`src/rtl/macc_pkg.sv`:
```
// Shared types for the matrix-multiply sequencer: FSM states and the
// operand-pipeline entry that travels from read issue to the MAC and C write.
package macc_pkg;

    // Widest C address the pipeline entry can carry; the top truncates to its own width.
    localparam int AW_MAX = 16;

    typedef enum logic [1:0] {
        IDLE  = 2'd0,
        RUN   = 2'd1,
        DRAIN = 2'd2,
        DONE  = 2'd3
    } state_t;

    typedef struct packed {
        logic              valid;
        logic              first;   // k == 0: MAC loads instead of accumulating
        logic              last;    // k == N-1: MAC result is final, write C
        logic [AW_MAX-1:0] c_addr;
    } pipe_entry_t;

endpackage

```
`src/rtl/macc_op_pipe.sv`:
```
// Delay line of issue entries. It covers the operand read latency plus one
// stage for the MAC itself. A single hold freezes every stage at once.
module macc_op_pipe
    import macc_pkg::*;
#(
    parameter int DEPTH = 2
) (
    input  logic        CLK,
    input  logic        RST_L,
    input  logic        hold,
    input  pipe_entry_t din,
    output pipe_entry_t mac_tap,
    output pipe_entry_t we_tap,
    output logic        inflight
);

    pipe_entry_t [DEPTH-1:0] stg;

    // Shift entries one stage per unstalled cycle.
    always_ff @(posedge CLK or negedge RST_L) begin
        if (!RST_L) begin
            stg <= '0;
        end else if (!hold) begin
            stg[0] <= din;
            for (int s = 1; s < DEPTH; s++) stg[s] <= stg[s-1];
        end
    end

    // Any entry still ahead of the final (C write) stage.
    always_comb begin
        inflight = 1'b0;
        for (int s = 0; s < DEPTH-1; s++) inflight = inflight | stg[s].valid;
    end

    assign mac_tap = stg[DEPTH-2];
    assign we_tap  = stg[DEPTH-1];

endmodule

```
`src/rtl/macc_seq_ctrl.sv`:
```
// Sequencer for C = A x B with N = 2^n_log2. It walks (i, j, k) with k
// innermost and issues one A/B read per cycle. The MAC and C-write strobes
// are driven from the operand pipeline.
module macc_seq_ctrl
    import macc_pkg::*;
#(
    parameter int MSB    = 11,
    parameter int RD_LAT = 1,
    parameter int NLW    = 4
) (
    input  logic           CLK,
    input  logic           RST_L,
    input  logic           start,
    input  logic [NLW-1:0] n_log2,
    input  logic           stall,
    output logic [MSB:0]   a_addr,
    output logic [MSB:0]   b_addr,
    output logic           rd_en,
    output logic           mac_en,
    output logic           mac_clr,
    output logic           c_we,
    output logic [MSB:0]   c_addr,
    output logic           busy,
    output logic           done,
    output logic           err
);

    localparam int          AW    = MSB + 1;
    localparam logic [31:0] AW_U  = 32'(AW);

    state_t         state;
    logic [NLW-1:0] n;
    logic [MSB:0]   ci, cj, ck;
    logic [MSB:0]   ni, nj, nk;
    logic [MSB:0]   nmask;
    logic           is_last;
    logic           start_ok;
    logic           inflight;
    pipe_entry_t    din, mac_tap, we_tap;
    logic           unused_tap;

    assign nmask    = ~({AW{1'b1}} << n);
    assign is_last  = (ck == nmask) && (cj == nmask) && (ci == nmask);
    // i*N+k and k*N+j must both fit the address bus.
    assign start_ok = (({{(32-NLW){1'b0}}, n_log2} << 1) <= AW_U);

    // Successor index: k wraps into j, and j wraps into i.
    always_comb begin
        ni = ci;
        nj = cj;
        nk = ck + 1'b1;
        if (ck == nmask) begin
            nk = '0;
            nj = cj + 1'b1;
            if (cj == nmask) begin
                nj = '0;
                ni = ci + 1'b1;
            end
        end
    end

    // Control FSM with index counters and registered address/status outputs.
    always_ff @(posedge CLK or negedge RST_L) begin
        if (!RST_L) begin
            state  <= IDLE;
            n      <= '0;
            ci     <= '0;
            cj     <= '0;
            ck     <= '0;
            a_addr <= '0;
            b_addr <= '0;
            busy   <= 1'b0;
            done   <= 1'b0;
            err    <= 1'b0;
        end else begin
            err  <= 1'b0;
            done <= 1'b0;
            case (state)
                IDLE: begin
                    if (start) begin
                        if (start_ok) begin
                            state  <= RUN;
                            n      <= n_log2;
                            ci     <= '0;
                            cj     <= '0;
                            ck     <= '0;
                            a_addr <= '0;
                            b_addr <= '0;
                            busy   <= 1'b1;
                        end else begin
                            err <= 1'b1;
                        end
                    end
                end
                RUN: begin
                    if (!stall) begin
                        if (is_last) begin
                            // Counters and addresses stay on the final index.
                            state <= DRAIN;
                        end else begin
                            ci     <= ni;
                            cj     <= nj;
                            ck     <= nk;
                            a_addr <= (ni << n) | nk;
                            b_addr <= (nk << n) | nj;
                        end
                    end
                end
                DRAIN: begin
                    // Leave only once the final C write is actually emitted (not stalled).
                    if (!stall && !inflight) begin
                        state <= DONE;
                        busy  <= 1'b0;
                        done  <= 1'b1;
                    end
                end
                DONE:    state <= IDLE;
                default: state <= IDLE;
            endcase
        end
    end

    always_comb begin
        din        = '0;
        din.valid  = (state == RUN);
        din.first  = (ck == '0);
        din.last   = (ck == nmask);
        din.c_addr = AW_MAX'((ci << n) | cj);
    end

    macc_op_pipe #(.DEPTH(RD_LAT + 1)) u_pipe (
        .CLK      (CLK),
        .RST_L    (RST_L),
        .hold     (stall),
        .din      (din),
        .mac_tap  (mac_tap),
        .we_tap   (we_tap),
        .inflight (inflight)
    );

    // Stall suppresses every strobe in the cycle it is seen; the pipeline simply holds.
    assign rd_en   = (state == RUN) & ~stall;
    assign mac_en  = mac_tap.valid & ~stall;
    assign mac_clr = mac_en & mac_tap.first;
    assign c_we    = we_tap.valid & we_tap.last & ~stall;
    assign c_addr  = we_tap.c_addr[MSB:0];

    assign unused_tap = ^{mac_tap.last, mac_tap.c_addr, we_tap.first, we_tap.c_addr};

endmodule

```
`config.mk`:
```
export PLATFORM = sky130hd
export DESIGN_NAME = macc_seq_ctrl
export DESIGN_NICKNAME = d
export VERILOG_FILES = /design/src/rtl/macc_pkg.sv /design/src/rtl/macc_op_pipe.sv /design/src/rtl/macc_seq_ctrl.sv
export SDC_FILE = /design/constraint.sdc
export NUM_CORES = 1
export LEC_CHECK = 0
export CAP_MARGIN = 20
export CORE_MARGIN = 1.5
export CORE_UTILIZATION = 50
export CTS_BUF_LIST = sky130_fd_sc_hd__clkbuf_4 sky130_fd_sc_hd__clkbuf_8 sky130_fd_sc_hd__clkbuf_16
export CTS_CLUSTER_DIAMETER = 60
export DETAILED_ROUTE_END_ITERATION = 8
export GPL_ROUTABILITY_DRIVEN = 0
export PLACE_DENSITY = 0.72
export REMOVE_ABC_BUFFERS = 1
export SYNTH_ARGS = -nofsm -noshare
export SYNTH_HDL_FRONTEND = slang
export SYNTH_SLANG_ARGS = --single-unit
```
`constraint.sdc`:
```
create_clock -name CLK -period 3.1 [get_ports CLK]
set_input_delay 0.775 -clock CLK [delete_from_list [all_inputs] [get_ports CLK]]
set_output_delay 0.775 -clock CLK [all_outputs]
set_load 0.01 [all_outputs]
```
==> run_results.csv <==
group,metric,value,unit
floorplan,start_util,50.8,%
cells_and_area,layout_commonest_cell,"buf_4",
synthesis,synthTopCellsByArea,"dfrtp_1 33%, nand2_1 4.9%, o21ai_0 4.3%, mux2i_1 4.2%, nor2_1 3.7%",
setup_path,crit_required,3.34,ns
cells_and_area,area_delta_synth_final,35.8,%
grt,met2_usage,54.7,%
floorplan,fp-row-count,44,
cells_and_area,final_cell_mix,"168 x buf_4, 95 x nand2_1, 95 x dfrtp_1",
cells_and_area,layout.nets,1061,
cts,clock-sinks,98,
synthesis,synth_seq_cells,98,
grt,first_global_vias,7666,
floorplan,die_y,124,um
min_path,hold_class,"in -> async",
synthesis,synth-edff-count,0,
detailed_routing,num_vias,8096,
synthesis,seq_area_frac_synth,33.5,%
cts,htreeDepth,3,
grt,grtUsageTotal,35.0,%
synthesis,avgSynthCellArea,8.25,um2
synthesis,synth_top_area_cell,"dfrtp_1",
setup_path,cpPeakStageDelay,0.55,ns
setup_path,crit_type,"reg -> reg",
grt,grt_overflow,0,
floorplan,boundaryPins,51,
detailed_routing,drt_iter0_drc,1015,
sta,rsz0062_at_grt,"yes",
setup_path,path_delay_family,"simple AND/OR/NAND/NOR gates",
synthesis,ys_types,90,
detailed_routing,via_per_inst,6.56,
grt,grt_max_degree,51,
place,port_buffers,50,
cts,clock-root-buffer,"clkbuf_16",
flow_run,cap_violations,0,
setup_path,end_kind,"flop",
cts,cts_tree,"yes",
setup_path,cp-start-kind,"flop",
power,max-vdd-ir-drop,0.489,mV
synthesis,async_flop_share,100,%
power,power.leakage,0.00433,uW
setup_path,worst-path-buf-inv,3,
place,place_ws,-0.523,ns
cts,clock_path_buffers,2,
cells_and_area,fin_cells,1235,
floorplan,fp.coreArea,0.0144,mm2
run_status,status,"complete, but fails checks",
detailed_routing,antenna_left,0,
setup_path,worstPathArrival,3.55,ns
cts,insertion_delay,0.36,ns
synthesis,synthFlopType,"dfrtp_1",
cells_and_area,antenna_cells,0,
cells_and_area,final_core_util,68.9,%
detailed_routing,route.detailed.drc,0,
power,finalPower,7930,uW
detailed_routing,drt-wirelength-per-cell,21.6,um
place,dp_hpwl,18800,um
sta,setup_ws,-0.203,ns
setup_path,crit_chain,"buf_2 -> and2_4 -> nand3_1 -> a32o_2 -> or4b_4 -> or4_4 -> buf_12 -> nand2_8 -> buf_4 -> nor2_1 -> a211o_1",
cts,clkTransAtPathRegs,0.07,ns
grt,grt_pass1_wl,40900,um
grt,use_met3,7.60,%
place,dp.cells,1199,
sta,slew_violations,0,
synthesis,netlist_instances,888,
floorplan,die_x,124,um
synthesis,synth_area,0.00732,mm2
sta,max_freq,303,MHz
grt,gr-max-usage-layer,"met2",
run_status,violations,"negative setup slack",
sta,maxSlewHeadroom,56.8,%
floorplan,fp.dieArea,0.0154,mm2
grt,grt_antenna_before_repair,0,
setup_path,critPathMaxFanout,10,
cts,cts_buffers,9,
detailed_routing,wl,26700,um
synthesis,yosysTopAreaCellShare,33.5,%
sta,fin_crit,3.30,ns
sta,tightest_slew,0.648,ns
power,p_per_area,797,mW/mm2
synthesis,yosysWarnings,0,
grt,grt_use_met1,45.5,%
cells_and_area,drive_gt1_share,29.4,%
detailed_routing,drt_first_pass_iters,6,
sta,setup_violations,50,
sta,hold_viol,0,
sta,finalCritPeriodShare,107,%
setup_path,cp_slowest_cell,"or4b_4",
sta,skew,0.0103,ns
## sequential cells by signal, summed over array words and instances, names as in the netlist, 2 cells and up
name,cells
u_pipe.mac_tap,14
u_pipe.we_tap,14
n,4
ck,12
cj,12
a_addr,12
b_addr,12
state,2
ci,12
## cell usage after synthesis (8+ instances only)
| master | count |
|---|---|
| buf_2 | 17 |
| dfrtp_1 | 98 |
| a31oi_1 | 16 |
| nor3_1 | 19 |
| inv_1 | 19 |
| mux2i_1 | 31 |
| buf_4 | 16 |
| nand4_1 | 19 |
| and3_1 | 25 |
| o21ai_1 | 8 |
| xnor2_1 | 17 |
| o21ai_0 | 63 |
| xor2_1 | 17 |
| nand2_1 | 96 |
| nor2_1 | 73 |
| nand3_1 | 31 |
| mux2_2 | 11 |
| a21oi_1 | 44 |
| a211oi_1 | 11 |
| o31ai_1 | 12 |
| a21o_1 | 9 |
| o211ai_1 | 12 |
| buf_1 | 10 |
| clkbuf_1 | 48 |
## repair_timing
action,in CTS,in global routing
cloned,1,1
resized for setup,71,45
hold buffers,0,0
endpoints found under the setup margin,62,58
pin swaps,15,7
buffers inserted,13,5
## routing by layer
layer	routed length [um]	vias up	part of all wire, %
met4	1520	0	5.7
met5	0	-	0
met2	12100	506	45
met3	2950	130	11
li1	-	3574	-
met1	10200	3886	38
## power breakdown
| group | internal [uW] | switching (uW) |
|---|---|---|
| clock network | 728 | 531 |
| logic | 2150 | 2760 |
| registers | 1550 | 207 |
| total | 4430 | 3500 |
## final timing paths
kind / start / end / slack, ns / cells past startpoint
worst min-delay path: RST_L / ci[6] / 0.43 / 1
max in group asynchronous: RST_L / n[2] / 1.97 / 2
worst max-delay path: n[1] / a_addr[7] / -0.20 / 11
worst max register to register: n[1] / a_addr[7] / -0.20 / 11
worst min register to register: u_pipe.we_tap[18] / u_pipe.we_tap[18] / 0.48 / 1
min in group CLK: u_pipe.we_tap[18] / u_pipe.we_tap[18] / 0.48 / 1
## area by class of cell
class	instances	area [um2]
Timing Repair Buffer	241	2130
Multi-Input combinational cell	674	4710
Tap cell	184	230
Clock buffer	10	233
Sequential cell	98	2460
Inverter	22	82.6
Clock inverter	6	96.3
Fill cell	1100	4480
## logic make-up after synthesis
| group | count (synthesis) | share of synthesized area [%] |
|---|---|---|
| mux | 44 | 6.54 |
| xor+xnor | 34 | 4.07 |
| buf+inv | 116 | 7.36 |
| fa+ha+maj | 7 | 1.20 |
| compound gates | 255 | 23.6 |
| flops | 98 | 33.5 |
| simple gates | 334 | 23.7 |
## through the flow
step / hold slack (ns) / TNS (ns) / cell area [um2]
detailed placement: 0.469 / -17.50 / 8940
CTS: 0.469 / -2.20 / 9660
floorplan: 0.433 / -98.43 / 6870
global placement: 0.451 / -13.76 / 8940
finish: 0.429 / -4.47 / 9940
global route: 0.488 / -9.63 / 9940
(Power assumes the default switching activity.)
